--- src/rtl/led_pattern_pkg.sv ---
// Shared definitions for the LED pattern engine.
// Purpose: pattern mode encodings, BAR fill/drain state encoding and the
//          step-period helper used by both the step timer and the engine.
// Ports:   none (package).
package led_pattern_pkg;

  typedef enum logic [1:0] {
    MODE_ROTATE = 2'd0,
    MODE_BOUNCE = 2'd1,
    MODE_BAR    = 2'd2,
    MODE_BLINK  = 2'd3
  } mode_t;

  typedef enum logic {
    BAR_FILL  = 1'b0,
    BAR_DRAIN = 1'b1
  } bar_state_t;

  // Step period in clock cycles for a given speed setting.
  function automatic int unsigned speed_period(input int unsigned base,
                                               input logic [1:0] shift);
    return base >> shift;
  endfunction

endpackage

--- src/rtl/led_pattern_engine_step_timer.sv ---
// Step timer for the LED pattern engine.
// Purpose: counts 0..P-1 with P = STEP_CYCLES >> shift and flags the
//          terminal count so the engine can advance on the following edge.
// Ports:   clk   - system clock (rising edge)
//          rst   - asynchronous active-high reset
//          pause - 1 freezes the count and suppresses steps
//          shift - speed select, sampled at reset release and at each wrap
//          step  - one-cycle pulse while the count sits at P-1 (not paused)
module step_timer
  import led_pattern_pkg::*;
#(
  parameter int unsigned STEP_CYCLES = 25000000
) (
  input  logic       clk,
  input  logic       rst,
  input  logic       pause,
  input  logic [1:0] shift,
  output logic       step
);

  localparam int CW = $clog2(STEP_CYCLES);

  logic [CW-1:0] count;
  logic [1:0]    cur_shift;
  logic          primed;
  logic [1:0]    eff_shift;
  logic [CW-1:0] last;

  // Until the first edge after reset the stored speed is not yet valid, so
  // the live input defines the first period.
  assign eff_shift = primed ? cur_shift : shift;
  assign last      = CW'(speed_period(STEP_CYCLES, eff_shift) - 1);
  assign step      = !pause && (count == last);

  // The speed is re-sampled only when a period completes, so a change
  // mid-period never stretches or shortens the period in progress.
  always_ff @(posedge clk or posedge rst) begin
    if (rst) begin
      count     <= '0;
      cur_shift <= '0;
      primed    <= 1'b0;
    end else begin
      primed <= 1'b1;
      if (!primed || step) begin
        cur_shift <= shift;
      end
      if (!pause) begin
        count <= step ? '0 : count + CW'(1);
      end
    end
  end

endmodule

--- src/rtl/led_pattern_engine.sv ---
// LED pattern engine.
// Purpose: drives LED_NUM LEDs with ROTATE, BOUNCE, BAR or BLINK patterns,
//          advancing one pattern step per step-timer period.
// Ports:   sys_clk    - system clock (rising edge)
//          sys_rst    - asynchronous active-high reset
//          mode       - pattern select (ROTATE/BOUNCE/BAR/BLINK)
//          dir        - 0 toward higher index, 1 toward lower (ROTATE, BAR)
//          speed      - step period = STEP_CYCLES >> speed
//          pause      - 1 freezes timer and pattern
//          led        - LED drive at LED_ON_LVL polarity
//          step_pulse - one-cycle pulse on every pattern step
module led_pattern_engine
  import led_pattern_pkg::*;
#(
  parameter int LED_NUM     = 5,
  parameter int STEP_CYCLES = 25000000,
  parameter int LED_ON_LVL  = 1
) (
  input  logic               sys_clk,
  input  logic               sys_rst,
  input  logic [1:0]         mode,
  input  logic               dir,
  input  logic [1:0]         speed,
  input  logic               pause,
  output logic [LED_NUM-1:0] led,
  output logic               step_pulse
);

  localparam logic [LED_NUM-1:0] LSB_ONE = LED_NUM'(1);
  localparam logic [LED_NUM-1:0] MSB_ONE = {1'b1, {(LED_NUM-1){1'b0}}};

  logic               step;
  logic [LED_NUM-1:0] pat;
  logic               bounce_up;
  bar_state_t         bar_state;
  mode_t              cur_mode;
  logic               cur_dir;

  mode_t              new_mode;
  logic               onehot;
  logic               reseed;
  logic [LED_NUM-1:0] rot_next;
  logic [LED_NUM-1:0] bar_fill;
  logic [LED_NUM-1:0] bar_drain;

  step_timer #(
    .STEP_CYCLES(STEP_CYCLES)
  ) u_step_timer (
    .clk  (sys_clk),
    .rst  (sys_rst),
    .pause(pause),
    .shift(speed),
    .step (step)
  );

  assign new_mode = mode_t'(mode);
  assign onehot   = (pat != '0) && ((pat & (pat - LSB_ONE)) == '0);

  // A mode change, a BAR direction change or a corrupted single-dot pattern
  // restarts the pattern from its seed instead of advancing it.
  assign reseed = (new_mode != cur_mode) ||
                  ((new_mode == MODE_BAR) && (dir != cur_dir)) ||
                  (((new_mode == MODE_ROTATE) || (new_mode == MODE_BOUNCE)) && !onehot);

  assign rot_next  = dir ? {pat[0], pat[LED_NUM-1:1]} : {pat[LED_NUM-2:0], pat[LED_NUM-1]};
  assign bar_fill  = dir ? {1'b1, pat[LED_NUM-1:1]}   : {pat[LED_NUM-2:0], 1'b1};
  assign bar_drain = dir ? {1'b0, pat[LED_NUM-1:1]}   : {pat[LED_NUM-2:0], 1'b0};

  always_ff @(posedge sys_clk or posedge sys_rst) begin
    if (sys_rst) begin
      pat        <= LSB_ONE;
      bounce_up  <= 1'b1;
      bar_state  <= BAR_FILL;
      step_pulse <= 1'b0;
      cur_mode   <= MODE_ROTATE;
      cur_dir    <= 1'b0;
    end else begin
      step_pulse <= step;
      if (step) begin
        cur_mode <= new_mode;
        cur_dir  <= dir;
        if (reseed) begin
          bounce_up <= 1'b1;
          bar_state <= BAR_FILL;
          case (new_mode)
            MODE_ROTATE: pat <= dir ? MSB_ONE : LSB_ONE;
            MODE_BOUNCE: pat <= LSB_ONE;
            MODE_BAR:    pat <= '0;
            default:     pat <= '1;
          endcase
        end else begin
          case (new_mode)
            MODE_ROTATE: pat <= rot_next;
            MODE_BOUNCE: begin
              // Endpoints reverse direction on the step that leaves them,
              // so each end stays lit for exactly one step.
              if (bounce_up) begin
                if (pat[LED_NUM-1]) begin
                  bounce_up <= 1'b0;
                  pat       <= pat >> 1;
                end else begin
                  pat <= pat << 1;
                end
              end else begin
                if (pat[0]) begin
                  bounce_up <= 1'b1;
                  pat       <= pat << 1;
                end else begin
                  pat <= pat >> 1;
                end
              end
            end
            MODE_BAR: begin
              if (bar_state == BAR_FILL) begin
                if (&pat) begin
                  bar_state <= BAR_DRAIN;
                  pat       <= bar_drain;
                end else begin
                  pat <= bar_fill;
                end
              end else begin
                if (~|pat) begin
                  bar_state <= BAR_FILL;
                  pat       <= bar_fill;
                end else begin
                  pat <= bar_drain;
                end
              end
            end
            default: pat <= ~pat;
          endcase
        end
      end
    end
  end

  assign led = (LED_ON_LVL != 0) ? pat : ~pat;

endmodule

--- config.mk ---
export PLATFORM = sky130hd
export DESIGN_NAME = led_pattern_engine
export DESIGN_NICKNAME = d
export VERILOG_FILES = /design/src/rtl/led_pattern_pkg.sv /design/src/rtl/led_pattern_engine_step_timer.sv /design/src/rtl/led_pattern_engine.sv
export SDC_FILE = /design/constraint.sdc
export NUM_CORES = 1
export LEC_CHECK = 0
export ABC_AREA = 1
export ABC_CLOCK_PERIOD_IN_PS = 1850
export BUFFER_PORTS_ARGS = -buffer_cell sky130_fd_sc_hd__buf_2
export CAP_MARGIN = 20
export CELL_PAD_IN_SITES_DETAIL_PLACEMENT = 0
export CELL_PAD_IN_SITES_GLOBAL_PLACEMENT = 1
export CORE_MARGIN = 2
export CORE_UTILIZATION = 45
export CTS_BUF_LIST = sky130_fd_sc_hd__clkbuf_4
export DETAILED_ROUTE_END_ITERATION = 16
export PLACE_DENSITY = 0.84
export SLEW_MARGIN = 20
export SYNTH_ARGS = -nofsm -noshare
export SYNTH_HDL_FRONTEND = slang
export SYNTH_SLANG_ARGS = --single-unit
--- constraint.sdc ---
create_clock -name sys_clk -period 1.85 [get_ports sys_clk]
set_input_delay 0.185 -clock sys_clk [delete_from_list [all_inputs] [get_ports sys_clk]]
set_output_delay 0.185 -clock sys_clk [all_outputs]
set_load 0.02 [all_outputs]
==> results.yml, run 1 <==
outcome:
  status: "finished clean"
sta:
  slew_violations: 0
  setup_viol: 0
  finalCritPeriodShare_pct: 98.91
  hold_viol_final: 0
  period_minus_slack_ps: 1830
  clock_skew_ps: 14.57
  tightest_slew_ps: 507.0
  clock.fmax_mhz: 546.5
  rsz0062_at_grt: "true"
  max_slew_margin_pct: 66.20
floorplanning:
  die_x_um: 80.94
  row_count: 28
  dieArea_mm2: 0.006551
  core_area_mm2: 0.005816
  dieHeight_um: 80.94
  ios: 14
  start_util_pct: 45.80
synth:
  netlist_instances: 416
  muxShareOfSynthArea_pct: 0
  synth.top_cell.area_share_pct: 34.76
  synth-xor-area-share_pct: 4.603
  synthAdderAreaFrac_pct: 0.4697
  yosysWarnings: 0
  syn_nets: 425
  syn_area_per_cell_um2: 6.403
  yosysSeqAreaShare_pct: 36.73
  synth_cell_types: 30
  synth_area_leaders: "dfrtp_1 35%, nand2_1 19%, nor2_1 8.6%"
  syn_area_mm2: 0.002664
  synth_top_family_by_area: "simple AND/OR/NAND/NOR gates"
  synth_compound_area_share_pct: 7.468
  synth_seq_cells: 39
  synth_largest_area_cell: "dfrtp_1"
  synthSimpleGateAreaFrac_pct: 40.86
critical_path:
  rr_endpoint: "u_step_timer.cur_shift[0]"
  reg2reg_depth: 14
  cp.required_ps: 2160
  ff2ff_setup_slack_ps: 20
  criticalPathCategory: "flip-flop to flip-flop"
  crit_fanout: 7
  r2r-start: "u_step_timer.primed"
  crit_path_end: "u_step_timer.cur_shift[0]"
  crit_start: "u_step_timer.primed"
  critPathLaunchType: "flip-flop"
  worst_setup_path_end_kind: "flip-flop"
  worstPathArrival_ps: 2140
clocking:
  cts_num_sinks: 39
  cts_buffers: 5
  clkSlewWorstSetupHoldPaths_ps: 110
  cts_tree: "built"
  root_buffer: "clkbuf_4"
  clockBufferDepth: 2
  insertion_delay_ps: 360
  htree_levels: 2
finish:
  final_nets: 466
  n_antenna_cell: 0
  finalCoreUtilization_pct: 55.79
  area_growth_pct: 21.79
  drive_gt1_share_pct: 19.87
  n_fill_cell: 603
drt:
  wl_per_cell_um: 13.52
  vias_per_cell: 5.124
  drt_iter0_drc: 91
  drc: 0
  ant_nets: 0
  first_pass_iters: 4
  routed_wl_mm: 7.206
  vias: 2731
global_route:
  antenna_found_initial: 0
  first_global_vias: 2453
  grt_pass1_wl_mm: 11.69
  gr-total-overflow: 0
  grt.total_usage_pct: 23.06
  grt_max_degree: 40
placement:
  io_buffer_count: 13
  gp_congestion: 0.8785
  dp_hpwl_mm: 5.266
power:
  total_power_mw: 1.927
  power.density_mw_per_mm2: 594.0
  p_leak_nw: 1.623
  irDropWorstVdd_mv: 0.5020
run:
  drv_cap: 0
min_path:
  min_path_type: "input port to flip-flop"
## routing by layer
metal,vias to the layer above,part of all wire [%],track usage [%]
met4,0,2.5,8.136
met1,1270,43,29.05
li1,1391,-,-
met3,14,3.2,2.778
met2,56,51,40.66
met5,-,0,0
## stage by stage
stage / setup TNS [ps] / hold slack (ps) / setup WS, ps / instances / cell area, um^2
5_1_grt: -2364 / 78.78 / -96.69 / 533 / 3244
3_3_place_gp: 0 / 333.7 / 32.71 / 516 / 2932
2_1_floorplan: 0 / 294.6 / 161.3 / 416 / 2664
6_report: 0 / 72.28 / 20.16 / 533 / 3244
3_5_place_dp: -355.0 / 344.5 / -44.72 / 516 / 2932
4_1_cts: 0 / 45.94 / 10.61 / 526 / 3013
## how the worst min path moves through the flow
stage | from | to | slack (ps) | cells after the start
finish | speed[0] | u_step_timer.cur_shift[0] | 70 | 3
global placement | sys_rst | cur_mode[1] | 330 | 3
CTS | speed[0] | u_step_timer.cur_shift[0] | 50 | 3
detailed placement | sys_rst | cur_mode[1] | 340 | 3
floorplan | speed[0] | u_step_timer.cur_shift[0] | 290 | 2
global route | speed[0] | u_step_timer.cur_shift[0] | 80 | 3
## sequential cells by signal, indices dropped and copies added, names as in the netlist
signal	flops
led	5
bar_state	1
u_step_timer.primed	1
step_pulse	1
bounce_up	1
cur_mode	2
u_step_timer.count	25
u_step_timer.cur_shift	2
cur_dir	1
## layout by cell type, fill, tap and decap left out, drive strengths merged, types with 2 or more instances in the layout
cell / netlist / routed
a21oi: 11 / 11
buf: 6 / 41
clkbuf: 4 / 8
dfrtp: 37 / 37
dfstp: 2 / 2
inv: 54 / 54
nand2: 140 / 141
nand3: 32 / 32
nand4: 10 / 10
nor2: 63 / 63
nor3: 12 / 12
o21ai: 23 / 23
xnor2: 4 / 4
xor2: 10 / 10
## synthesized netlist by cell type
cell        n
a21oi_1    11
nor3_1     10
o21ai_0    19
o21bai_1    1
nand3_1    32
xor2_1     10
o21ai_1     4
xnor2_1     4
nand2_1   136
nand3b_1    1
inv_2       3
dfstp_2     2
buf_4       2
nor2_1     61
o211ai_1    1
a31oi_1     1
nand2_2     3
a22oi_1     1
nand4_1    10
nor4_1      1
clkbuf_1    4
nand2_4     1
nor2_2      2
inv_1      51
nor3_2      2
conb_1      1
dfrtp_1    37
buf_2       3
buf_6       1
ha_1        1
## worst max-delay path: stages, from the launching register on
cell,delay [ps]
dfrtp_2,500
inv_4,80
nand2_8,100
nand2_8,60
buf_6,120
nand2_2,50
nand3_2,60
nor2_2,130
nand2_2,70
nor2_4,140
nand2_4,120
buf_8,170
nand2_4,60
nand2_2,60
nand2_2,50
## what timing repair did
item | 4_1_cts | 5_1_grt
gates resized for setup | 3 | 46
hold buffers | 1 | 0
cloned | 0 | 2
endpoints found under the hold margin | 37 | 0
pin swaps | 0 | 15
setup endpoints to repair | 22 | 35
setup buffers | 1 | 5
## power by group
group / internal, mW / total (mW) / switching, mW
Combinational: 0.185 / 0.452 / 0.267
Sequential: 0.924 / 1.00 / 0.0791
Clock: 0.178 / 0.472 / 0.294
Total: 1.29 / 1.93 / 0.640
## logic make-up (layout without fill, tap and decap cells)
group,count (synthesis),after routing
simple gates,259,260
buf+inv,64,105
flops,39,39
compound gates,38,38
xor+xnor,14,14
fa+ha+maj,1,1
other cells,1,1
## cell type report
cell class              instances  area [um^2]  area share, %
repair buffers                 43        336.6          10.37
flip-flops and latches         39        979.7          30.20
multi-input cells             314         1569          48.36
inverters                      54        207.7          6.402
well taps                      75        93.84          2.892
clock inverters                 1        5.005         0.1543
clock buffers                   7        52.55          1.620
Note: power is estimated with default switching activity, not from simulation.
==> inputs of run 2 (changes only) <==
--- a/config.mk
+++ b/config.mk
@@ -12,10 +12,10 @@
 export CELL_PAD_IN_SITES_DETAIL_PLACEMENT = 0
 export CELL_PAD_IN_SITES_GLOBAL_PLACEMENT = 1
 export CORE_MARGIN = 2
-export CORE_UTILIZATION = 45
+export CORE_UTILIZATION = 35
 export CTS_BUF_LIST = sky130_fd_sc_hd__clkbuf_4
 export DETAILED_ROUTE_END_ITERATION = 16
-export PLACE_DENSITY = 0.84
+export PLACE_DENSITY = 0.68
 export SLEW_MARGIN = 20
 export SYNTH_ARGS = -nofsm -noshare
 export SYNTH_HDL_FRONTEND = slang
==> run 2 against run 1 <==
  * Sequential cell count is the same
  * Clock skew is essentially flat
  * Clock power up 23%
  * Sequential power about the same
  * Utilization down 12 points
  * First-iteration DRC count increased by 22%
  * Critical path depth decreased by 1
  * Global-route usage is 4.7 points lower
  * Critical endpoint is now cur_mode[1]
==> results.yml, run 2 (synthesized netlist as in run 1, its figures left out) <==
outcome:
  status: "finished clean"
sta:
  tightest_slew_ps: 524.4
  clock.fmax_mhz: 540.7
  clock_skew_ps: 14.77
  period_minus_slack_ps: 1850
  setup_viol: 0
  hold_viol_final: 0
  setup_tns_ps: 0
  max_slew_margin_pct: 65.04
  slew_violations: 0
  rsz0062_at_grt: "true"
  finalCritPeriodShare_pct: 99.98
finish:
  largest_reg_flops: 25
  n_fill_cell: 801
  area_growth_pct: 20.90
  n_antenna_cell: 0
  finalCoreUtilization_pct: 43.93
  layout_commonest_cell: "nand2_1"
  regMostFlops: "u_step_timer.count"
  fin_area_mm2: 0.003221
  final_cell_mix: "130 x nand2_1, 59 x nor2_1, 50 x inv_1"
  final_nets: 464
  drive_gt1_share_pct: 16.67
global_route:
  first_global_vias: 2539
  gr-total-overflow: 0
  grt_max_degree: 40
  antenna_found_initial: 0
  grt_pass1_wl_mm: 12.32
  grt.total_usage_pct: 18.37
critical_path:
  cp_slowest_cell: "dfrtp_2"
  worst_setup_path_end_kind: "flip-flop"
  criticalPathCategory: "flip-flop to flip-flop"
  crit_family: "simple AND/OR/NAND/NOR gates"
  crit_fanout: 9
  path_buf_inv: 3
  path_cells: "inv_2 -> nand2_2 -> nand2_4 -> buf_6 -> nor2_2 -> nor2_1 -> nor2_1 -> nand2_1 -> nor2_4 -> nand2_4 -> clkbuf_16 -> nand2_1 -> o21ai_1"
  worstPathArrival_ps: 2090
  critPathLaunchType: "flip-flop"
  cp.required_ps: 2090
  crit_cells: 13
  critPathMaxStageDelay_ps: 450
  reg2reg_depth: 13
floorplanning:
  ios: 14
  dieHeight_um: 91.24
  start_util_pct: 36.34
  die_x_um: 91.24
  row_count: 31
  dieArea_mm2: 0.008325
  core_area_mm2: 0.007331
clocking:
  clockBufferDepth: 2
  insertion_delay_ps: 350
  cts_tree: "built"
  htree_levels: 2
  cts_num_sinks: 39
  clkSlewWorstSetupHoldPaths_ps: 120
  root_buffer: "clkbuf_4"
  cts_buffers: 5
placement:
  gp_congestion: 0.8881
  dpl_cell_area_mm2: 0.002962
  io_buffer_count: 13
  dp_hpwl_mm: 5.591
drt:
  ant_nets: 0
  drc: 0
  vias: 2671
  wl_per_cell_um: 13.40
  vias_per_cell: 4.813
  drt_iter0_drc: 111
  routed_wl_mm: 7.436
  first_pass_iters: 4
min_path:
  min_path_type: "input port to flip-flop"
  holdPathStages: 3
power:
  irDropWorstVdd_mv: 0.3194
  p_seq_share_pct: 50.5
  combPwrFrac_pct: 20.3
  p_clk_share_pct: 29.2
  p_leak_nw: 1.613
  p_switching_mw: 0.6298
  total_power_mw: 1.989
  p_sw_share_pct: 31.66
  power.internal_mw: 1.360
  power.density_mw_per_mm2: 617.7
run:
  drv_cap: 0
-- run 2: cell types whose count changed in the layout (fill, tap and decap cells not counted), moves of 3 or more --
cell,delta
nand2_1,+9
o21ai_0,+4
nor2_2,-3
nand2_2,-6
o21ai_1,-3
-- run 2: through the flow --
step	instances	worst slack, ps	hold slack, ps
final	555	0.4419	70.38
after floorplan	416	161.3	294.6
after CTS	549	17.60	52.17
after global placement	540	-32.97	343.2
after detailed placement	540	-45.03	347.8
after global routing	555	-103.2	67.34
-- run 2: metal layers --
| metal | track usage, % | wire [um] | vias to the layer above |
|---|---|---|---|
| li1 | - | - | 1378 |
| met1 | 25.37 | 3723 | 1259 |
| met2 | 30.31 | 3487 | 30 |
| met3 | 2.573 | 151 | 4 |
| met4 | 4.672 | 74 | 0 |
| met5 | 0 | 0 | - |
-- run 2: repair_timing --
action	4_1_cts	5_1_grt
hold buffers	1	0
pin swaps	0	6
resized for setup	4	23
hold endpoints to repair	37	0
gates cloned	0	2
buffers inserted	0	4
setup endpoints to repair	30	35
-- run 2: worst register-to-register path, delay by kind of cell (launching register included) --
kind	cells	cell delay [ps]
simple gates	9	850
flops	1	450
buf+inv	3	390
compound gates	1	60
-- run 2: layout make-up --
type                            count  area [um^2]  area share (%)
Sequential cell                    39        979.7           30.42
Timing Repair Buffer               42        344.1           10.68
Multi-Input combinational cell    313         1491           46.31
Tap cell                           99        123.9           3.846
Inverter                           54        205.2           6.371
Clock buffer                        5        37.54           1.166
Clock inverter                      3        38.79           1.204
-- run 2: path summary, 6_finish.rpt --
| path | from | to | slack (ps) |
|---|---|---|---|
| max | u_step_timer.primed | cur_mode[1] | 0.4 |
| min | speed[0] | u_step_timer.cur_shift[0] | 70 |
| max reg2reg | u_step_timer.primed | cur_mode[1] | 0.4 |
| min reg2reg | bounce_up | bounce_up | 510 |
| max in group asynchronous | sys_rst | u_step_timer.primed | 980 |
| min in group asynchronous | sys_rst | u_step_timer.cur_shift[0] | 500 |
-- run 2: power by group through the flow --
stage | registers (mW) | clock network, mW | logic [mW]
final | 1.00 | 0.581 | 0.404
after global routing | 1.02 | 0.641 | 0.464
after CTS | 1.00 | 0.603 | 0.384
after detailed placement | 1.02 | 0 | 0.375
after global placement | 1.02 | 0 | 0.379
after floorplan | 0.996 | 0 | 0.274
